===== src/rtl/host_line_responder.sv =====
// Responder side of the cache-line host interface: splits one line read/write into beats on a
// ready/valid memory port and reassembles read beats. Optional read timeout via HLR_TIMEOUT_EN.
module host_line_responder #(
    parameter int ADDR_W  = 32,
    parameter int LINE_W  = 512,
    parameter int BEAT_W  = 64,
    parameter int TIMEOUT = 1024
) (
    input  logic              clk,
    input  logic              rst_n,
    input  logic [1:0]        op_host,
    input  logic [ADDR_W-1:0] AddrOut_host,
    input  logic [LINE_W-1:0] DataOut_host,
    output logic [LINE_W-1:0] DataIn_host,
    output logic              rd_valid_host,
    output logic              tx_done_host,
    output logic              err_host,
    output logic              mem_req_valid,
    input  logic              mem_req_ready,
    output logic              mem_req_wr,
    output logic [ADDR_W-1:0] mem_req_addr,
    output logic [BEAT_W-1:0] mem_req_wdata,
    input  logic              mem_rsp_valid,
    input  logic [BEAT_W-1:0] mem_rsp_rdata
);
    localparam int BEATS = LINE_W / BEAT_W;
    localparam int CNT_W = $clog2(BEATS) + 1;
    localparam int BEAT_B = BEAT_W / 8;
    localparam logic [CNT_W-1:0] BEATS_C = CNT_W'(BEATS);
    localparam logic [CNT_W-1:0] LAST_C  = CNT_W'(BEATS - 1);

    if ((LINE_W % BEAT_W) != 0 || BEATS < 2 || TIMEOUT < 2) begin : g_cfg_check
        $error("host_line_responder: unsupported LINE_W/BEAT_W/TIMEOUT combination");
    end

    typedef enum logic [1:0] {
        S_IDLE = 2'd0,
        S_RD   = 2'd1,
        S_WR   = 2'd2,
        S_DONE = 2'd3
    } state_t;

    state_t            state_q, state_d;
    logic              armed_q, armed_d;
    logic [ADDR_W-1:0] base_q, base_d;
    logic [LINE_W-1:0] wline_q, wline_d;
    logic [LINE_W-1:0] rbuf_q, rbuf_d;
    logic [LINE_W-1:0] din_q, din_d;
    logic [CNT_W-1:0]  req_cnt_q, req_cnt_d;
    logic [CNT_W-1:0]  rsp_cnt_q, rsp_cnt_d;
    logic              tx_done_q, tx_done_d;
    logic              rd_valid_q, rd_valid_d;
    logic              err_q, err_d;
    logic              req_hs_s;
    logic              rsp_take_s;
    logic              timeout_s;

    // Beat request is driven straight from registered state, so it stays stable under stall
    assign mem_req_valid = ((state_q == S_RD) || (state_q == S_WR)) && (req_cnt_q < BEATS_C);
    assign mem_req_wr    = (state_q == S_WR);
    assign mem_req_addr  = base_q + (ADDR_W'(req_cnt_q) << $clog2(BEAT_B));
    assign mem_req_wdata = wline_q[int'(req_cnt_q[CNT_W-2:0]) * BEAT_W +: BEAT_W];
    assign req_hs_s      = mem_req_valid && mem_req_ready;
    assign rsp_take_s    = (state_q == S_RD) && mem_rsp_valid && (rsp_cnt_q < BEATS_C);

    assign DataIn_host   = din_q;
    assign rd_valid_host = rd_valid_q;
    assign tx_done_host  = tx_done_q;
    assign err_host      = err_q;

`ifdef HLR_TIMEOUT_EN
    localparam int TMO_W = $clog2(TIMEOUT + 1);
    localparam logic [TMO_W-1:0] TMO_LAST = TMO_W'(TIMEOUT - 1);
    logic [TMO_W-1:0] tmo_q, tmo_d;

    // Counts cycles since RD entry or the last accepted response; restart value 1 counts that cycle
    always_comb begin
        tmo_d = tmo_q;
        if (state_q == S_IDLE) begin
            tmo_d = TMO_W'(1);
        end else if (rsp_take_s) begin
            tmo_d = TMO_W'(1);
        end else if (state_q == S_RD) begin
            tmo_d = tmo_q + 1'b1;
        end else begin
            tmo_d = tmo_q;
        end
    end

    // Timeout counter register
    always_ff @(posedge clk or negedge rst_n) begin
        if (!rst_n) begin
            tmo_q <= '0;
        end else begin
            tmo_q <= tmo_d;
        end
    end

    assign timeout_s = (state_q == S_RD) && !rsp_take_s && (tmo_q == TMO_LAST);
`else
    assign timeout_s = 1'b0;
`endif

    // Next-state, beat bookkeeping and completion pulses
    always_comb begin
        state_d    = state_q;
        base_d     = base_q;
        wline_d    = wline_q;
        rbuf_d     = rbuf_q;
        din_d      = din_q;
        tx_done_d  = 1'b0;
        rd_valid_d = 1'b0;
        err_d      = 1'b0;
        if (req_hs_s) begin
            req_cnt_d = req_cnt_q + 1'b1;
        end else begin
            req_cnt_d = req_cnt_q;
        end
        if (rsp_take_s) begin
            rbuf_d[int'(rsp_cnt_q[CNT_W-2:0]) * BEAT_W +: BEAT_W] = mem_rsp_rdata;
            rsp_cnt_d = rsp_cnt_q + 1'b1;
        end else begin
            rsp_cnt_d = rsp_cnt_q;
        end
        // Re-arming needs an idle op, so a held request never starts a second transaction
        if (op_host == 2'b00) begin
            armed_d = 1'b1;
        end else begin
            armed_d = armed_q;
        end
        case (state_q)
            S_IDLE: begin
                if (armed_q && ((op_host == 2'b01) || (op_host == 2'b10))) begin
                    state_d   = (op_host == 2'b01) ? S_RD : S_WR;
                    armed_d   = 1'b0;
                    base_d    = AddrOut_host & ~ADDR_W'(LINE_W / 8 - 1);
                    wline_d   = DataOut_host;
                    req_cnt_d = '0;
                    rsp_cnt_d = '0;
                end else begin
                    state_d = S_IDLE;
                end
            end
            S_RD: begin
                if (timeout_s) begin
                    state_d   = S_DONE;
                    tx_done_d = 1'b1;
                    err_d     = 1'b1;
                end else if (rsp_take_s && (rsp_cnt_q == LAST_C)) begin
                    state_d    = S_DONE;
                    tx_done_d  = 1'b1;
                    rd_valid_d = 1'b1;
                    din_d      = rbuf_d;
                end else begin
                    state_d = S_RD;
                end
            end
            S_WR: begin
                if (req_hs_s && (req_cnt_q == LAST_C)) begin
                    state_d   = S_DONE;
                    tx_done_d = 1'b1;
                end else begin
                    state_d = S_WR;
                end
            end
            S_DONE: begin
                state_d = S_IDLE;
            end
            default: begin
                state_d = S_IDLE;
            end
        endcase
    end

    // State and datapath registers
    always_ff @(posedge clk or negedge rst_n) begin
        if (!rst_n) begin
            state_q    <= S_IDLE;
            armed_q    <= 1'b1;
            base_q     <= '0;
            wline_q    <= '0;
            rbuf_q     <= '0;
            din_q      <= '0;
            req_cnt_q  <= '0;
            rsp_cnt_q  <= '0;
            tx_done_q  <= 1'b0;
            rd_valid_q <= 1'b0;
            err_q      <= 1'b0;
        end else begin
            state_q    <= state_d;
            armed_q    <= armed_d;
            base_q     <= base_d;
            wline_q    <= wline_d;
            rbuf_q     <= rbuf_d;
            din_q      <= din_d;
            req_cnt_q  <= req_cnt_d;
            rsp_cnt_q  <= rsp_cnt_d;
            tx_done_q  <= tx_done_d;
            rd_valid_q <= rd_valid_d;
            err_q      <= err_d;
        end
    end
endmodule


===== config.mk =====
export PLATFORM = sky130hd
export DESIGN_NAME = host_line_responder
export DESIGN_NICKNAME = d
export VERILOG_FILES = /design/src/rtl/host_line_responder.sv
export SDC_FILE = /design/constraint.sdc
export NUM_CORES = 2
export LEC_CHECK = 0
export CAP_MARGIN = 0
export CORE_AREA = 5 5 477 479
export DETAILED_ROUTE_END_ITERATION = 7
export DIE_AREA = 0 0 482 484
export GPL_TIMING_DRIVEN = 0
export SYNTH_ARGS = -nofsm -noshare
export SYNTH_HDL_FRONTEND = slang
export SYNTH_SLANG_ARGS = --single-unit
export TNS_END_PERCENT = 5

===== constraint.sdc =====
create_clock -name clk -period 5.63 [get_ports clk]
set_input_delay 0.563 -clock clk [delete_from_list [all_inputs] [get_ports clk]]
set_output_delay 0.563 -clock clk [all_outputs]
set_load 0.02 [all_outputs]

**After elaboration in Yosys (flattened, before gate mapping)**

Index checks and enable logic that the tools add are counted.

- Add/subtract/negate cells: 4
- $lt $le $gt $ge: 2
- Equality and inequality tests: 7
- Shifts and indexed selects: 3
- Mux-type cells: 20
- Reduce and logical (&&, ||, !) cells: 13

Operators with widths:

| cell | count |
|---|---|
| bitwise mux 512 bit | 1 |
| 2-to-1 mux 512 bit | 1 |
| variable shift 64 x 33 -> 512 bit (first input constant) | 1 |
| variable part select 512 x 10 -> 64 bit | 1 |
| variable part select 64 x 33 -> 512 bit | 1 |
| negator 9 -> 33 bit | 1 |
| adder 32 x 7 -> 32 bit | 1 |
| 2-to-1 mux 4 bit | 6 |
| adder 4 x 1 -> 4 bit (second input constant) | 2 |
| equality test 4 x 3 -> 1 bit (second input constant) | 2 |
| < comparator 4 bit (second input constant) | 2 |
| case mux 2 bit (4 select lines) | 1 |
| logical AND 1 bit | 7 |
| 2-to-1 mux 1 bit | 7 |
| equality test 2 bit (second input constant) | 3 |
| 2-to-1 mux 2 bit | 3 |
| equality test 2 x 1 -> 1 bit (second input constant) | 2 |
| logical NOT 2 bit | 2 |
| AND reduction 2 bit | 2 |
| logical OR 1 bit | 2 |
| case mux 1 bit (2 select lines) | 1 |

- Bits in registers: 1575
- Input bits: 614
- Output and inout bits: 613
- Word-level logic and storage cells: 59

**Logic depth before layout (Yosys ltp)**

- Word-level depth: 7
- Mapped depth: 12
- Gate-level depth less buffers: 7

**Worst setup path before layout**

No wires, ideal clock.

- Kind: register to register
- Start point: register rsp_cnt_q[0]
- End point: register din_q[321], in the netlist DataIn_host[321]
- Setup time: 125 ps
- Arrival time: 2551 ps
- Data required time: 5505 ps
- Setup slack: 2954 ps
- Cell stages (with the launch flop): 12
- Path buffers: 4
- Period minus slack after synthesis: 2676 ps
- Path through: dfrtp_1 > buf_6 > inv_2 > ha_1 > ha_1 > nand2b_1 > clkbuf_1 > or4_1 > buf_2 > buf_6 > mux2_4 > mux2_4

- Cells in the longest elaborated chain, start to end: 4
- Elaborated cells on any way between the ends: 10
- Classes of those cells: add/sub: 1; order compare: 1; eq/ne: 1; shift: 2; mux: 2; reduce/logical: 3

RTL lines:

| element | RTL line | RTL |
|---|---|---|
| from (decl) | 50 | `logic [CNT_W-1:0] rsp_cnt_q, rsp_cnt_d;` |
| from (signal assigned) | 197 | `rsp_cnt_q <= rsp_cnt_d;` |
| negator 9 -> 33 bit | 120 | `rbuf_d[int'(rsp_cnt_q[CNT_W-2:0]) * BEAT_W +: BEAT_W] = mem_rsp_rdata;` |
| variable part select 64 x 33 -> 512 bit or variable shift 64 x 33 -> 512 bit (tied branches) | 120 |  |
| bitwise mux 512 bit | 120 |  |
| 2-to-1 mux 512 bit (*) | 119 | `if (rsp_take_s) begin` |
| net rbuf_d[321] | 47 | `logic [LINE_W-1:0] rbuf_q, rbuf_d;` |
| to (signal assigned) | 195 | `din_q <= din_d;` |
| to (decl) | 48 | `logic [LINE_W-1:0] din_q, din_d;` |

Mark *: on every way through the listed nets, which the timed path passes. The rest lies on a longest branch.
A chain may end at the register's enable or synchronous reset.

**Final worst setup path**

- Start point: register req_cnt_q[1]
- End point: output port mem_req_wdata[3]

- Cells in the longest elaborated chain, start to end: 1

RTL lines:

| element | RTL line | RTL |
|---|---|---|
| from (decl) | 49 | `logic [CNT_W-1:0] req_cnt_q, req_cnt_d;` |
| from (signal assigned) | 196 | `req_cnt_q <= req_cnt_d;` |
| variable part select 512 x 10 -> 64 bit | 62 | `assign mem_req_wdata = wline_q[int'(req_cnt_q[CNT_W-2:0]) * BEAT_W +: BEAT_W];` |
| to (decl) | 22 | `output logic [BEAT_W-1:0] mem_req_wdata,` |

No other way between the ends.

==> flow_summary.ini <==
[worst_setup_path]
crit_family = buffers and inverters
path_cells = clkbuf_1, clkbuf_1, mux4_2, mux2_2, clkdlybuf4s50_1
required_ns = 5.07
worstReg2RegStart = state_q[1]
critPathMaxStageDelay_ns = 0.88
cp_num_buf_inv = 3
slowest_stage = clkbuf_1
worstSetupPathType = register to primary output
end_kind = primary output
cp_data_arrival_time_ns = 4.73
critPathMostFrequentCell = clkbuf_1
crit_fanout = 10
crit_path_start_kind = register
cp-startpoint = req_cnt_q[1]

[floorplanning]
dieArea_um2 = 233000
io-pin-count = 1227
rows = 174
initial_core_util = 0.288
fp.dieH_um = 484
coreArea_um2 = 223000
dieWidth_um = 482

[timing]
report.final.slew_viol_count = 0
setup_viol_count_final = 0
max_slew_margin = 0.101
finClkSkew_ns = 0.0560
timing.fmax_ghz = 0.189
fin_crit_ns = 5.29
rsz0062_at_grt = no
hold_viol = 0
tightest_slew_ns = 1.35
min_period_over_period = 0.940
finalSetupTns_ns = 0

[cells_and_area]
finalInstanceArea_um2 = 86600
final_common_cell = dfrtp_1
nets = 7119
layout-drive-gt1-share = 0.209
area_growth_pct = 34.8
final_cell_mix = dfrtp_1, clkdlybuf4s50_1, nand2_1, mux2_2, nor2_1

[global_routing]
met2_usage = 0.432
grtUsageMet1 = 0.264
grt_pass1_wl_um = 393000
top_usage_layer = met2
grt_max_degree = 180
use_met3 = 0.0727
grt-ovfl-total = 0
grt_util_all_layers = 0.240
antenna_found_initial = 118
first_global_vias = 49642

[cts]
clkSinkCount = 1575
cts_buffer_depth = 3
clk_latency_ns = 0.84
cts_tree = done
cts_buffers = 178
cts-root-buf = clkbuf_16
cts_max_level = 4
path_clk_slew_ns = 0.06

[routing]
remaining_drc_errors = 0
dr_total_vias = 47359
wl_um = 288000
drtIter0Drc = 3345
dr.pass1.iters = 7
vias_per_cell = 4.90
ant_nets = 0
wire_per_inst_um = 29.8

[place]
gp_congestion = 0.895
numPortBuffers = 1216
dpl_cell_area_um2 = 80500
hpwlAfterDp_um = 232000

[synthesis]
synthCells = 5080
synth_edf_count = 0
synth_area_leaders = dfrtp_1, mux2_2, nand2_1
avgSynthCellArea_um2 = 12.7
yosys_warnings = 0
ys_seq_elements = 1575
yosysTopAreaCellShare = 0.613
synth.yosys.seq_area_share = 0.613
postSynth.asyncResetShare = 1.00
synth_flop_cell = dfrtp_1
yosysTopAreaCell = dfrtp_1
syn_area_um2 = 64300
ys_types = 51

[power]
pwr_density_cell_nw_per_um2 = 444
p_leak_uw = 0.0381
peakVddDrop_mv = 0.301

[status]
outcome = complete, no violations

[hold_path]
worstHoldPathType = input pin to asynchronous set/reset pin

[run]
maxCapViolations = 0
[power by group]
| group | leakage [µW] | internal, µW | total, µW | switching, µW |
|---|---|---|---|---|
| Clock | 0.00294 | 6820 | 11900 | 5060 |
| Sequential | 0.0207 | 13500 | 15100 | 1600 |
| Combinational | 0.0144 | 5580 | 11500 | 5900 |
[cell usage after synthesis, types with 3 or more instances]
library cell  number
xnor2_1           16
mux2i_2           10
and4_1             6
buf_6              5
inv_1             28
nand3_1           75
mux2_2           850
mux2i_1            6
o21ai_0           86
clkbuf_1         218
dfrtp_1         1574
mux2_1            12
nand4_1            9
mux2_4            12
nor2_1           261
buf_2             67
nand2_1          887
buf_4              7
or2_1            120
o31ai_1          113
buf_1             55
or3_1              3
nand2b_1          61
o21ai_1           99
and3_1             3
mux4_2           128
nor3_1            10
ha_1              13
a31oi_1          245
xor2_1            11
and2_1            63
[layout make-up]
cell class,instances,area (µm²)
Inverter,29,109
Buffer,352,1480
Multi-Input combinational cell,3127,23300
Clock buffer,253,5130
Antenna cell,35,87.6
Tap cell,2992,3740
Sequential cell,1575,39400
Fill cell,21543,137000
Clock inverter,64,870
Timing Repair Buffer,1229,12500
[path summary, 6_finish.rpt]
path | endpoint | slack, ns | cells after the start
setup / recovery | mem_req_wdata[3] | 0.34 | 5
hold / removal | DataIn_host[345] | 0.16 | 2
setup reg to reg | DataIn_host[254] | 1.50 | 9
hold reg to reg | rbuf_q[44] | 0.46 | 2
max in group asynchronous | DataIn_host[303] | 2.10 | 6
min in group clk | base_q[14] | 0.35 | 3
[metal layers]
layer / vias up / part of all wire
met4: 84 / 0.046
li1: 20513 / -
met5: - / 0.0019
met2: 1967 / 0.52
met3: 533 / 0.084
met1: 24262 / 0.35
[sequential cells by signal, summed over array words and instances (netlist names), 2 cells and up]
| register | flops |
|---|---|
| rsp_cnt_q | 4 |
| state_q | 2 |
| req_cnt_q | 4 |
| base_q | 26 |
| wline_q | 512 |
| DataIn_host | 512 |
| rbuf_q | 512 |
[stage by stage]
stage / cells / hold WS [ns] / util / worst slack, ns / power (µW)
after floorplan: 5083 / 0.267 / - / 2.95 / 21300
final: 9656 / 0.160 / 0.388 / 0.337 / 38500
after CTS: 9620 / 0.0738 / 0.388 / 0.0932 / 39000
after global routing: 9630 / 0.102 / 0.388 / 0.247 / 40000
after detailed placement: 9302 / 0.341 / 0.361 / 0.537 / 27000
after global placement: 9291 / 0.441 / 0.359 / -68.45 / 26900
[logic make-up (layout without fill, tap and decap cells)]
kind of cell             after synthesis  count (layout)  synth area share
buffers and inverters                381            1927            0.0245
other                                  1              39         0.0000583
AO/OA/AOI/OAI                        551             551            0.0523
flip-flops                          1575            1575             0.613
adder cells (fa/ha/maj)               13              13           0.00253
multiplexers                        1018            1018             0.202
AND/OR/NAND/NOR                     1514            1514             0.102
XOR/XNOR                              27              27           0.00368
[repair_timing]
| action | in CTS | in global routing |
|---|---|---|
| hold endpoints to repair | 177 | 0 |
| endpoints found under the setup margin | 5 | 0 |
| resized for setup | 1 | 0 |
| hold buffers | 1 | 0 |
| buffers inserted | 0 | 0 |
No activity file was read; power rests on OpenSTA's default activity.
